$ cat src/rtl/instr_fetch.sv
// Fetch stage: owns the PC, drives the instruction memory address and registers
// the returned word into the IF/ID latch. Redirects squash; bad fetch PCs halt.
module instr_fetch #(
  parameter int unsigned IMEM_BYTES = 256,
  parameter logic [31:0] RESET_PC   = 32'h0000_0000
) (
  input  logic        clk,
  input  logic        reset,
  output logic [31:0] imem_addr,
  input  logic [31:0] imem_data,
  input  logic        stall,
  input  logic        branch_taken,
  input  logic [31:0] branch_base,
  input  logic [15:0] branch_offset,
  input  logic        jump,
  input  logic [25:0] jump_index,
  output logic [31:0] if_id_instr,
  output logic [31:0] if_id_pc4,
  output logic        if_id_valid,
  output logic        fetch_err,
  output logic [31:0] pc
);

  typedef enum logic {
    ST_RUN,
    ST_HALT
  } state_t;

  localparam logic [31:0] PC_MAX = 32'(IMEM_BYTES - 4);

  state_t      state_q, state_d;
  logic [31:0] pc_q, pc_d;
  logic [31:0] instr_q, instr_d;
  logic [31:0] pc4_q, pc4_d;
  logic        valid_q, valid_d;

  logic [31:0] pc_plus4;
  logic [31:0] jump_target;
  logic [31:0] branch_target;
  logic [31:0] next_pc;
  logic        redirect;
  logic        next_err;

  always_comb begin
    pc_plus4      = pc_q + 32'd4;
    jump_target   = {branch_base[31:28], jump_index, 2'b00};
    branch_target = branch_base + {{14{branch_offset[15]}}, branch_offset, 2'b00};
    redirect      = jump | branch_taken;

    if (jump)              next_pc = jump_target;
    else if (branch_taken) next_pc = branch_target;
    else if (stall)        next_pc = pc_q;
    else                   next_pc = pc_plus4;

    next_err = (next_pc > PC_MAX) || (next_pc[1:0] != 2'b00);

    state_d = state_q;
    pc_d    = pc_q;
    instr_d = instr_q;
    pc4_d   = pc4_q;
    valid_d = valid_q;

    case (state_q)
      ST_RUN: begin
        if (redirect) begin
          valid_d = 1'b0;
          instr_d = 32'h0;
          if (next_err) state_d = ST_HALT;
          else          pc_d    = next_pc;
        end else if (!stall) begin
          // The current PC is legal, so its word is latched even if PC+4 is not.
          instr_d = imem_data;
          pc4_d   = pc_plus4;
          valid_d = 1'b1;
          if (next_err) state_d = ST_HALT;
          else          pc_d    = pc_plus4;
        end
      end
      ST_HALT: begin
        valid_d = 1'b0;
      end
      default: begin
        state_d = ST_HALT;
        valid_d = 1'b0;
      end
    endcase
  end

  always_ff @(posedge clk) begin
    if (reset) begin
      state_q <= ST_RUN;
      pc_q    <= RESET_PC;
      instr_q <= 32'h0;
      pc4_q   <= 32'h0;
      valid_q <= 1'b0;
    end else begin
      state_q <= state_d;
      pc_q    <= pc_d;
      instr_q <= instr_d;
      pc4_q   <= pc4_d;
      valid_q <= valid_d;
    end
  end

  // The sticky error flag is the HALT state itself, which also exposes the FSM.
  assign fetch_err   = (state_q == ST_HALT);
  assign imem_addr   = pc_q;
  assign pc          = pc_q;
  assign if_id_instr = instr_q;
  assign if_id_pc4   = pc4_q;
  assign if_id_valid = valid_q;

endmodule

$ cat config.mk
export PLATFORM = sky130hd
export DESIGN_NAME = instr_fetch
export DESIGN_NICKNAME = d
export VERILOG_FILES = /design/src/rtl/instr_fetch.sv
export SDC_FILE = /design/constraint.sdc
export NUM_CORES = 1
export LEC_CHECK = 0
export CAP_MARGIN = 20
export CORE_ASPECT_RATIO = 1.4
export CORE_MARGIN = 2
export CORE_UTILIZATION = 46
export DETAILED_ROUTE_END_ITERATION = 12
export GPL_TIMING_DRIVEN = 0
export PLACE_DENSITY = 0.81
export REMOVE_ABC_BUFFERS = 1
export SETUP_SLACK_MARGIN = 0.5
export SLEW_MARGIN = 20
export SYNTH_ARGS = -nofsm -noshare
export SYNTH_HDL_FRONTEND = slang
export SYNTH_SLANG_ARGS = --single-unit
$ cat constraint.sdc
create_clock -name clk -period 5.52 [get_ports clk]
set_input_delay 1.104 -clock clk [delete_from_list [all_inputs] [get_ports clk]]
set_output_delay 1.104 -clock clk [all_outputs]
set_load 0.03 [all_outputs]
==> results_dict.tcl <==
set metrics [dict create \
    h-tree-depth 3 \
    synth.distinct_cells 68 \
    async_reset_ff_frac 0 \
    grt_pass1_wl_um 34300 \
    hold-path-cell-count 2 \
    clockBufferDepth 2 \
    yosys-top-cells-count "nor2_1, dfxtp_1, nand2_1" \
    synth_ff_type "dfxtp_1" \
    die_area_um2 16100 \
    finalSetupTns_ps 0 \
    power.leakage_uw 0.00341 \
    critPathMaxStageDelay_ps 460 \
    syn_area_um2 6920 \
    final_max_slew_viol_count 0 \
    dp_hpwl_um 16900 \
    finalSetupViolCount 0 \
    vdd_drop_max_mv 0.146 \
    power_density_nw_per_um2 192 \
    vias_per_cell 5.84 \
    grt_usage 0.267 \
    max_freq_ghz 0.203 \
    cp_slowest_cell "o21ai_0" \
    ys_seq_area_frac 0.284 \
    outcome "finished clean" \
    grt_use_met3 0.0371 \
    grt-ovfl-total 0 \
    power.total_uw 1830 \
    cp_max_fo 6 \
    cp-end-kind "flip-flop" \
    die_w_um 108 \
    vias 7335 \
    grt_setup_unrepaired "no" \
    cp.arrival_ps 5150 \
    cts_sinks 98 \
    dieHeight_um 149 \
    drive_gt1_frac 0.0536 \
    clk_pin_slew_ps 70 \
    synth_seq_cells 98 \
    cts_tree "built" \
    place_inst 1240 \
    wl_per_cell_um 17.5 \
    num_antenna_cells 0 \
    drt_iter0_drc 490 \
    path_cells "clkdlybuf4s50_1, ha_1, a21o_1, a31o_2, o21ai_0, a31oi_1, o21ai_0, o221ai_1, a2111o_1, nor4_4, nand3_2, mux2_1" \
    clkLatencyLatePin_ps 350 \
    finalCritPeriodShare 0.891 \
    syn_to_final_growth_pct 38.1 \
    syn_avg_cell_area_um2 7.76 \
    portBuffers 240 \
    postSynthCellCount 892 \
    tightest_slew_ps 1070 \
    timing.final.crit_period_ps 4920 \
    drt-total-wl_um 22000 \
    hold_class "reg -> reg" \
    skew_ps 7.99 \
    place_congestion 0.898 \
    relSlewSlack 0.286 \
    ioPinCount 241 \
    drc 0 \
    yosysMostFrequentCell "nor2_1" \
    r2r_cells 11 \
    worst_ep_required_time_ps 5750 \
    dr.pass1.iters 7 \
    synth_top_area_frac 0.284 \
    synth_top_area_cell "dfxtp_1" \
    finalNetCount 1201 \
    grt_use_met1 0.302 \
    synth_edf_count 0 \
    rows 53 \
    worstSetupPathType "in -> reg" \
    clockRootBuffer "clkbuf_16" \
    crit_top_cell "o21ai_0" \
    stdcell_count 1256 \
    grt_use_met2 0.497 \
    busiest_layer "met2" \
    yosys_warnings 0 \
    initial_core_util 0.466 \
    start_kind "input pin" \
    coreArea_um2 14900 \
    antenna_left 0 \
    grt_pass1_vias 6862 \
    hold_buffers 0 \
    antenna_found_initial 0 \
    drv_cap 0 \
    ys_top_cells_by_area "dfxtp_1, nor2_1, ha_1" \
    hold_viol_final 0 \
    grt_max_degree 71 \
    numCtsBuffers 9 \
]
per-stage QoR:
stage	setup slack [ps]	hold slack, ps	utilization	area, um2
2_1_floorplan	-1500	613	-	6430
3_3_place_gp	-5970	471	0.611	9070
3_5_place_dp	25.2	485	0.619	9200
4_1_cts	554	499	0.640	9500
5_1_grt	503	520	0.643	9550
6_report	604	496	0.643	9550
worst paths after layout:
check	start	endpoint	slack (ps)
max	branch_base[6]	imem_addr[6]	600
min	if_id_pc4[0]	if_id_pc4[0]	500
max reg2reg	imem_addr[2]	imem_addr[6]	1360
min reg2reg	if_id_pc4[0]	if_id_pc4[0]	500
worst max-delay path: cells and delay by family:
| kind | cells | cell delay (ps) |
|---|---|---|
| adders and majority gates | 1 | 390 |
| buffers and inverters | 1 | 420 |
| AOI/OAI and AO/OA | 7 | 2310 |
| and+or+nand+nor | 2 | 560 |
| muxes | 1 | 380 |
cell usage in the layout (no fill, tap or decap), types with 9 or more instances in the layout:
master and instances:
clkbuf_16 9, ha_1 30, or3_1 13, xnor2_1 25, clkdlybuf4s50_1 236, nand2_1 58, a21oi_1 49, nor2b_1 9
inv_1 18, o21a_1 9, xor2_1 29, dfxtp_1 98, a31oi_1 12, nor3_1 23, nand4_1 19, nor2_1 117
a211oi_1 32, and2_1 28, o211ai_1 9, o21ai_0 27, a21o_1 11, a22oi_1 32, nand3_1 29
state kept, by name (all words and copies together) (netlist names):
register / count
if_id_instr: 32
if_id_pc4: 32
fetch_err: 1
imem_addr: 32
if_id_valid: 1
logic make-up after synthesis:
| group | after synthesis | share of synthesized area |
|---|---|---|
| simple gates | 348 | 0.254 |
| fa+ha+maj | 31 | 0.0571 |
| buf+inv | 113 | 0.0806 |
| mux | 15 | 0.0233 |
| compound gates | 233 | 0.233 |
| xor+xnor | 54 | 0.0684 |
| flops | 98 | 0.284 |
layout make-up:
type	count	area [um2]
Fill cell	1289	5300
Clock inverter	7	76.3
Multi-Input combinational cell	681	4460
Sequential cell	98	1960
Clock buffer	9	225
Inverter	18	67.6
Tap cell	192	240
Timing Repair Buffer	251	2520
metal layers:
| layer | vias up | routed length, um |
|---|---|---|
| li1 | 3560 | - |
| met2 | 299 | 11500 |
| met5 | - | 0 |
| met1 | 3423 | 8560 |
| met3 | 53 | 1210 |
| met4 | 0 | 713 |
what timing repair did:
action                     4_1_cts  5_1_grt
setup buffers                    0        0
setup endpoints to repair       20       32
resized for setup                1       10
report_power, final:
group | total (uW) | internal (uW) | switching, uW
clock network | 634 | 356 | 278
logic | 471 | 208 | 262
registers | 725 | 719 | 6.61
total | 1830 | 1280 | 547
Note: power is estimated with default switching activity, not from simulation.
